[config.mk]
export PLATFORM = sky130hd
export DESIGN_NAME = regfile_mp_flat
export DESIGN_NICKNAME = d
export VERILOG_FILES = /design/src/rtl/regfile_mp_if.sv /design/src/rtl/regfile_mp.sv /design/src/flat_wrapper.sv
export SDC_FILE = /design/constraint.sdc
export NUM_CORES = 2
export LEC_CHECK = 0
export CAP_MARGIN = 0
export CORE_MARGIN = 3
export CORE_UTILIZATION = 60
export DETAILED_ROUTE_END_ITERATION = 7
export PLACE_DENSITY = 0.77
export REMOVE_ABC_BUFFERS = 1
export SLEW_MARGIN = 0
export SYNTH_ARGS = -nofsm -noshare
export SYNTH_HDL_FRONTEND = slang
export SYNTH_SLANG_ARGS = --single-unit
[constraint.sdc]
create_clock -name clock -period 5.7 [get_ports clock]
set_input_delay 1.71 -clock clock [delete_from_list [all_inputs] [get_ports clock]]
set_output_delay 1.71 -clock clock [all_outputs]
set_load 0.02 [all_outputs]
[src/rtl/regfile_mp_if.sv]
// Bus bundle for regfile_mp: packed read ports, the single write port and
// the scoreboard reservation port.
interface regfile_mp_if #(
   parameter int DATA_WIDTH = 32,
   parameter int ADDR_WIDTH = 5,
   parameter int NUM_READ   = 2
);
   logic [NUM_READ*ADDR_WIDTH-1:0] rd_addr;
   logic [NUM_READ*DATA_WIDTH-1:0] rd_data;
   logic [NUM_READ-1:0]            rd_busy;
   logic                           wr_en;
   logic                           wr_link;
   logic [ADDR_WIDTH-1:0]          wr_addr;
   logic [DATA_WIDTH-1:0]          wr_data;
   logic                           rsv_en;
   logic [ADDR_WIDTH-1:0]          rsv_addr;
   logic                           busy_any;

   modport master (
      output rd_addr, wr_en, wr_link, wr_addr, wr_data, rsv_en, rsv_addr,
      input  rd_data, rd_busy, busy_any
   );

   modport slave (
      input  rd_addr, wr_en, wr_link, wr_addr, wr_data, rsv_en, rsv_addr,
      output rd_data, rd_busy, busy_any
   );
endinterface

[src/rtl/regfile_mp.sv]
// Multi-port MIPS register file: async reads, one sync write, link redirect,
// optional zero register and pending-write scoreboard. Macro REGFILE_BYPASS_EN
// enables same-cycle write-through forwarding on the read ports.
module regfile_mp #(
   parameter int          DATA_WIDTH = 32,
   parameter int          ADDR_WIDTH = 5,
   parameter int          NUM_READ   = 2,
   parameter int          ZERO_REG   = 1,
   parameter int          SP_INDEX   = 29,
   parameter logic [31:0] SP_RESET   = 32'h80120002,
   parameter int          RA_INDEX   = 31,
   parameter logic [31:0] RA_RESET   = 32'h77777777
) (
   input  logic         clock,
   input  logic         reset_n,
   regfile_mp_if.slave  bus
);
   localparam int                    DEPTH  = 2**ADDR_WIDTH;
   localparam bit                    ZR     = (ZERO_REG != 0);
   localparam int unsigned           SP_U   = SP_INDEX;
   localparam int unsigned           RA_U   = RA_INDEX;
   localparam logic [ADDR_WIDTH-1:0] RA_IDX = ADDR_WIDTH'(RA_INDEX);

   logic [DATA_WIDTH-1:0] r_regs [DEPTH];
   logic [DEPTH-1:0]      r_busy;
   logic [DEPTH-1:0]      w_busy_nxt;
   logic [ADDR_WIDTH-1:0] w_we_idx;
   logic                  w_we_zero;
   logic                  w_wr_commit;

   assign w_we_idx    = bus.wr_link ? RA_IDX : bus.wr_addr;
   assign w_we_zero   = ZR && (w_we_idx == '0);
   assign w_wr_commit = bus.wr_en && !w_we_zero;

   // Reservation is applied after the write clear so a same-cycle set wins.
   always_comb begin
      w_busy_nxt = r_busy;
      if (bus.wr_en)  w_busy_nxt[w_we_idx]     = 1'b0;
      if (bus.rsv_en) w_busy_nxt[bus.rsv_addr] = 1'b1;
      if (ZR)         w_busy_nxt[0]            = 1'b0;
   end

   always_ff @(posedge clock or negedge reset_n) begin
      if (!reset_n) begin
         for (int unsigned i = 0; i < DEPTH; i++) begin
            if (i == SP_U)
               r_regs[i] <= DATA_WIDTH'(SP_RESET);
            else if (i == RA_U)
               r_regs[i] <= DATA_WIDTH'(RA_RESET);
            else
               r_regs[i] <= '0;
         end
         r_busy <= '0;
      end else begin
         if (w_wr_commit) r_regs[w_we_idx] <= bus.wr_data;
         r_busy <= w_busy_nxt;
      end
   end

   for (genvar p = 0; p < NUM_READ; p++) begin : g_rd
      logic [ADDR_WIDTH-1:0] w_ra;
      logic [DATA_WIDTH-1:0] w_rdata;
      logic                  w_rbusy;

      assign w_ra = bus.rd_addr[p*ADDR_WIDTH +: ADDR_WIDTH];

      always_comb begin
         w_rdata = (ZR && (w_ra == '0)) ? '0 : r_regs[w_ra];
         w_rbusy = r_busy[w_ra];
`ifdef REGFILE_BYPASS_EN
         // A same-cycle reservation of the written index is a new producer.
         if (w_wr_commit && (w_ra == w_we_idx)) begin
            w_rdata = bus.wr_data;
            if (!(bus.rsv_en && (bus.rsv_addr == w_we_idx))) w_rbusy = 1'b0;
         end
`endif
      end

      assign bus.rd_data[p*DATA_WIDTH +: DATA_WIDTH] = w_rdata;
      assign bus.rd_busy[p]                          = w_rbusy;
   end

   assign bus.busy_any = |r_busy;
endmodule

[src/flat_wrapper.sv]
// flat-port wrapper written by rule: the top's interface ports become plain ports
module regfile_mp_flat 
#(
   parameter int          DATA_WIDTH = 32,
   parameter int          ADDR_WIDTH = 5,
   parameter int          NUM_READ   = 2,
   parameter int          ZERO_REG   = 1,
   parameter int          SP_INDEX   = 29,
   parameter logic [31:0] SP_RESET   = 32'h80120002,
   parameter int          RA_INDEX   = 31,
   parameter logic [31:0] RA_RESET   = 32'h77777777
)
  (clock, reset_n, bus_rd_addr, bus_wr_en, bus_wr_link, bus_wr_addr, bus_wr_data, bus_rsv_en, bus_rsv_addr, bus_rd_data, bus_rd_busy, bus_busy_any);
  regfile_mp_if #(.DATA_WIDTH(DATA_WIDTH), .ADDR_WIDTH(ADDR_WIDTH), .NUM_READ(NUM_READ)) bus_i ();
  input  logic clock;
  input  logic reset_n;
  input wire logic [$bits(bus_i.rd_addr)-1:0] bus_rd_addr;
  input wire logic [$bits(bus_i.wr_en)-1:0] bus_wr_en;
  input wire logic [$bits(bus_i.wr_link)-1:0] bus_wr_link;
  input wire logic [$bits(bus_i.wr_addr)-1:0] bus_wr_addr;
  input wire logic [$bits(bus_i.wr_data)-1:0] bus_wr_data;
  input wire logic [$bits(bus_i.rsv_en)-1:0] bus_rsv_en;
  input wire logic [$bits(bus_i.rsv_addr)-1:0] bus_rsv_addr;
  output wire logic [$bits(bus_i.rd_data)-1:0] bus_rd_data;
  output wire logic [$bits(bus_i.rd_busy)-1:0] bus_rd_busy;
  output wire logic [$bits(bus_i.busy_any)-1:0] bus_busy_any;
  assign bus_i.rd_addr = bus_rd_addr;
  assign bus_i.wr_en = bus_wr_en;
  assign bus_i.wr_link = bus_wr_link;
  assign bus_i.wr_addr = bus_wr_addr;
  assign bus_i.wr_data = bus_wr_data;
  assign bus_i.rsv_en = bus_rsv_en;
  assign bus_i.rsv_addr = bus_rsv_addr;
  assign bus_rd_data = bus_i.rd_data;
  assign bus_rd_busy = bus_i.rd_busy;
  assign bus_busy_any = bus_i.busy_any;
  regfile_mp #(.DATA_WIDTH(DATA_WIDTH), .ADDR_WIDTH(ADDR_WIDTH), .NUM_READ(NUM_READ), .ZERO_REG(ZERO_REG), .SP_INDEX(SP_INDEX), .SP_RESET(SP_RESET), .RA_INDEX(RA_INDEX), .RA_RESET(RA_RESET)) u_core (.clock(clock), .reset_n(reset_n), .bus(bus_i));
endmodule
# After elaboration in Yosys (flattened, before gate mapping)
# Cells that the tools add are included.
[op_classes] order_cmp=10 n_mux=22 n_bitwise=6 reduce_logical=9
[op_table] op="$bwmux W1024" count=1
[op_table] op="$bmux W32 S5" count=2
[op_table] op="$mux W32" count=9
[op_table] op="$demux W32 S5" count=1
[op_table] op="$and A32 B32 Y32" count=1
[op_table] op="$not A32 Y32" count=1
[op_table] op="$or A32 B32 Y32" count=1
[op_table] op="$reduce_or A31 Y1" count=1
[op_table] op="$lt A5 B6 Y1 const B" count=4
[op_table] op="$ge A6 B6 Y1 const B" count=3
[op_table] op="$not A5 Y6" count=3
[op_table] op="$logic_not A5 Y1" count=3
[op_table] op="$bmux W1 S5" count=2
[op_table] op="$demux W1 S5" count=2
[op_table] op="$ge A5 B1 Y1 const B" count=2
[op_table] op="$lt A6 B1 Y1 const B" count=1
[op_table] op="$mux W5" count=1
[op_table] op="$logic_and A1 B1 Y1" count=4
[op_table] op="$mux W1" count=4
[op_table] op="$logic_not A1 Y1" count=1
[totals] ff_bits=1055

# Longest topological paths before layout
[logic_depth] depth_word=10 depth_mapped=8 depth_no_buf=4

# Worst setup path after synthesis
# Ideal clock, no wire load.
[synth_timing] path_kind="input-to-output" start="input port bus_rd_addr[5]" end="output port bus_rd_data[41]" t_arrival_ns=3.520 t_required_ns=3.990 setup_slack_ns=0.470 stages=8 cell_sequence="buf_2 buf_4 inv_1 buf_4 buf_2 clkbuf_1 o2111ai_1 a311oi_1"
[synth_between] elab_chain_len=5 elab_cells_between_ends=6 cone_classes="mux (4); bitwise (1); reduce/logical (1)"
[synth_rtl] element="from (decl)" line_no="flat_wrapper.sv:17" rtl="input wire logic [$bits(bus_i.rd_addr)-1:0] bus_rd_addr;"
[synth_rtl] element="$not A5 Y6 (implied by the code)" line_no="regfile_mp.sv:68" rtl="w_rdata = (ZR && (w_ra == '0)) ? '0 : r_regs[w_ra];"
[synth_rtl] element="$bmux W32 S5" line_no="regfile_mp.sv:68"
[synth_rtl] element="$mux W32 (implied by the code) (2 in a row)" line_no="regfile_mp.sv:68"
[synth_rtl] element="$mux W32 *" line_no="regfile_mp.sv:68"
[synth_rtl] element="to (decl)" line_no="flat_wrapper.sv:24" rtl="output wire logic [$bits(bus_i.rd_data)-1:0] bus_rd_data;"
# Mark *: on every way between the ends. The rest lies on a longest branch, timed or not. The select of a mux whose other input is x is not followed.

# Worst setup path in the final report
[layout_timing] start="input port bus_rd_addr[5]" end="output port bus_rd_data[50]"
# The elaborated chain is that of the path after synthesis.

==> results by stage <==
Run status:
- The flow ran to the end, and the final reports show no timing, DRC or antenna violations.

Critical path:
- The cell with the largest stage delay on the worst path is sky130_fd_sc_hd__a311oi_1.
- Data arrives at the worst endpoint at 3.97 ns.
- Among the stages of the critical path, the cell type that occurs most often is sky130_fd_sc_hd__buf_4.
- Walking the worst path, the cells encountered are buf_12, nor2_4, buf_4, a221oi_1, o21ai_0, a311oi_1, buf_4.
- In this design, the stage delay of the slowest critical-path cell is 0.80 ns.
- The worst register-to-register path has a depth of 1.
- The critical path is of the input port to output pin type.
- STA classifies the critical path endpoint as an output pin.
- Data on the critical path is required at its endpoint by 3.99 ns.
- In this run the register-to-register setup slack is 4.87 ns.
- The worst reg2reg path endpoint is u_core.r_regs[363]$_DFFE_PN0P_.
- In this run the worst path has a maximum fanout of 18.
- The launch instance of the worst register-to-register path is u_core.r_regs[363]$_DFFE_PN0P_.
- The startpoint type of the worst setup path is an input port.

STA:
- Based on the critical path, the design can be clocked at up to 176 MHz.
- The number of hold violations in the final report is 0.
- The minimum period implied by the final worst setup slack is 5.68 ns.
- The number of endpoints failing setup at the final stage is 0.
- The final worst-path cycle share is 0.996.
- The number of pins exceeding their max-slew limit in the final report came to 0.
- Headroom to the max-slew limit came out at 0.261.
- For the pin with the worst max-slew slack, the measured transition is 1.11 ns.
- The worst setup margin is 0.0223 ns.
- The setup skew after layout is 0 ns.

Route:
- The final wirelength is 183,000 µm.
- The ratio of routed vias to standard cells is 7.49.
- The via count of the routed design is 38,800.
- The violation count after the first detailed-route iteration is 4,950.
- The count of nets left with antenna violations once routing finished came out at 0.
- After detailed routing, the average wire length per cell comes to 35.4 µm.
- For this run, design rule violations remaining after detail routing come to 0.
- The first detailed-routing pass took 8 iterations.

Clocking:
- Clock latency on the worst-skew pair, taken at its later pin, is 0.70 ns.
- The clock drives 1,055 sinks.
- The count of H-tree levels built during CTS is 3.
- The clock tree from TritonCTS is done.
- Clock-pin slew was measured on the worst setup and hold paths at 0.06 ns.
- The root buffer cell chosen for the clock tree is sky130_fd_sc_hd__clkbuf_16.
- No sink is reached through more buffers than the 3 on the longest clock path.
- The quantity of hold-fixing buffers added after cts is 0.
- The number of clock buffers added by TritonCTS is 113.

Synth:
- The netlist uses 43 different library cells.
- The post-synthesis instance area is 56,100 µm².
- The synthesized instance count is 3,748.
- The dominant register cell in the synthesized netlist is sky130_fd_sc_hd__dfrtp_1.
- The proportion of register bits with asynchronous set or reset after synthesis is 1.00.
- The sequential area share after synthesis is 0.471.
- The synthesized area divided by synthesized cell count is 15.0 µm².
- Synthesis inferred 1,055 register bits.
- The number of enable flip-flop cells after synthesis is 0.
- The count of yosys warnings during synthesis is 0.

Global routing:
- For this run, the total global-route usage over all layers was measured as 0.372.
- The first global-routing pass estimated 268,000 µm of wire.
- The most used routing layer is met2.
- Entering global routing, the biggest net connects 127 pins.
- In the global route stage, met2 resource usage came out at 0.561.
- For this run, global-route usage on met1 was measured as 0.496.
- The via count of the first global-routing pass is 40,800.
- The remaining global-route overflow is 0.
- For met3 alone, demand over resource in global routing was 0.116.
- The number of antenna violations at the first check in global routing was 10.

Die:
- The die is 312 µm tall.
- The core box area is 92,200 µm².
- The die area is 97,200 µm².
- The floorplan has 111 rows.
- During I/O placement, the number of pins put on the boundary was 124.
- The initial core utilization is 0.608.
- The die is 312 µm wide.

Final layout:
- Of the cells placed in the final design, the portion with a size suffix greater than 1 is 0.547.
- The net count of the finished layout is 3,887.
- The area growth from synthesis to layout is 14.5%.
- The leading cell type in the layout, fill and taps excluded is sky130_fd_sc_hd__mux2_2.
- The top cell types in the final layout, fill and taps aside, are 1,058 x sky130_fd_sc_hd__mux2_2, 1,027 x sky130_fd_sc_hd__dfrtp_1, 466 x sky130_fd_sc_hd__mux4_2.
- Measured on the finished design, the core utilization comes to 0.696.

Placed design:
- The last weighted congestion value of the routability-driven placer is 0.873.
- Before CTS, the worst setup slack after placement is -0.313 ns.
- The post-detailed-placement half-perimeter wirelength is 105,000 µm.
- The quantity of I/O buffers inserted on ports is 123.

Hold path:
- The worst hold path begins at u_core.r_regs[1013]$_DFFE_PN0P_.
- The endpoint of the worst hold-timing path is u_core.r_regs[1013]$_DFFE_PN0P_.
- The min-delay analysis places its worst path in the category flip-flop to flip-flop.
- The number of cells on the worst hold path is 0.

Power:
- The power density of the placed cells is 323 nW/µm².
- VDD sags by at most 281 µV.
- The static power due to leakage is 28.9 nW.

Job:
- The tool flagged a number of max-cap violations equal to 0.
[power by group]
group | internal, mW | switching, mW
Clock | 4.45 | 3.17
Sequential | 8.54 | 0.828
Combinational | 2.13 | 1.61
[critical path, delay by kind of cell]
kind	cells	cell delay (ns)
AOI/OAI and AO/OA	3	1.30
buffers and inverters	3	0.78
and+or+nand+nor	1	0.13
[registers in the layout (all words and copies together) (netlist names)]
register / flops
u_core.r_regs: 1024
u_core.r_busy: 31
[cells in the mapped netlist (2+ instances only)]
master | number | area, µm²
sky130_fd_sc_hd__mux2_2 | 1058 | 11900
sky130_fd_sc_hd__dfrtp_1 | 1027 | 25700
sky130_fd_sc_hd__mux4_2 | 466 | 10500
sky130_fd_sc_hd__clkbuf_1 | 248 | 931
sky130_fd_sc_hd__buf_2 | 183 | 916
sky130_fd_sc_hd__mux2i_1 | 130 | 1300
sky130_fd_sc_hd__o21ai_0 | 112 | 561
sky130_fd_sc_hd__nor2b_1 | 70 | 438
sky130_fd_sc_hd__a211oi_1 | 64 | 480
sky130_fd_sc_hd__a22oi_1 | 64 | 480
sky130_fd_sc_hd__a311oi_1 | 64 | 561
sky130_fd_sc_hd__nand2_1 | 56 | 210
sky130_fd_sc_hd__a221oi_1 | 48 | 420
sky130_fd_sc_hd__dfstp_2 | 28 | 736
sky130_fd_sc_hd__o2111ai_1 | 16 | 140
sky130_fd_sc_hd__a22o_1 | 15 | 131
sky130_fd_sc_hd__o2bb2ai_1 | 15 | 131
sky130_fd_sc_hd__buf_4 | 10 | 75.1
sky130_fd_sc_hd__nor2_1 | 10 | 37.5
sky130_fd_sc_hd__nor4_1 | 8 | 50.1
sky130_fd_sc_hd__nand2b_1 | 7 | 43.8
sky130_fd_sc_hd__inv_1 | 5 | 18.8
sky130_fd_sc_hd__nor3b_1 | 5 | 37.5
sky130_fd_sc_hd__nand3b_1 | 4 | 30.0
sky130_fd_sc_hd__or2_2 | 4 | 25.0
sky130_fd_sc_hd__nor3_1 | 3 | 15.0
sky130_fd_sc_hd__o22ai_1 | 3 | 18.8
sky130_fd_sc_hd__or4_1 | 3 | 22.5
sky130_fd_sc_hd__and2_1 | 2 | 12.5
sky130_fd_sc_hd__and3_1 | 2 | 12.5
sky130_fd_sc_hd__buf_1 | 2 | 7.51
sky130_fd_sc_hd__nand3_1 | 2 | 10.0
sky130_fd_sc_hd__nor3_2 | 2 | 20.0
sky130_fd_sc_hd__or3_1 | 2 | 12.5
sky130_fd_sc_hd__or3b_2 | 2 | 17.5
[per-layer routing]
layer,routed length (µm),vias to the layer above
met5,83,-
met4,10200,12
li1,-,14800
met2,83400,2783
met1,66900,20500
met3,22500,657
[kinds of logic (layout without fill, tap and decap cells)]
kind of cell	count (synthesis)	count (layout)	share of synthesized area
buffers and inverters	448	629	0.0347
AO/OA/AOI/OAI	403	403	0.0523
other	0	5	0
multiplexers	1654	1654	0.423
AND/OR/NAND/NOR	188	188	0.0188
flip-flops	1055	1055	0.471
[final cells by class]
type / instances / area [µm²]
inverter: 5 / 21.3
clock buffer: 164 / 3390
sequential: 1055 / 26400
clock inverter: 50 / 494
fill: 6006 / 28000
antenna: 5 / 12.5
multi-input combinational: 2245 / 28000
tap: 1243 / 1560
timing repair buffer: 410 / 4330
[worst max-delay path by stage]
stage,start,endpoint,depth (start not counted)
2_1_floorplan,bus_rd_addr[0],bus_rd_data[10],4
3_3_place_gp,bus_rd_addr[0],bus_rd_data[27],8
3_5_place_dp,bus_rd_addr[0],bus_rd_data[27],8
4_1_cts,bus_rd_addr[3],bus_rd_data[27],8
5_1_grt,bus_rd_addr[6],bus_rd_data[34],9
6_report,bus_rd_addr[5],bus_rd_data[50],7
[what timing repair did]
action | CTS | global route
buffers inserted | 0 | 1
resized for setup | 37 | 46
cloned | 1 | 2
endpoints found under the setup margin | 39 | 33
pin swaps | 3 | 2
[metrics by stage]
step	area [µm²]	hold slack [ns]	TNS (ns)	total power [mW]	std cells
6_report	64200	0.398	0	20.7	5177
3_5_place_dp	60000	0.383	-3.63	13.1	4958
5_1_grt	64200	0.408	-0.0374	21.4	5175
3_3_place_gp	60000	0.376	-3.27	12.8	4958
2_1_floorplan	54200	0.365	0	11.4	3305
4_1_cts	64000	0.397	-0.0333	20.7	5173
(Power assumes the default switching activity.)
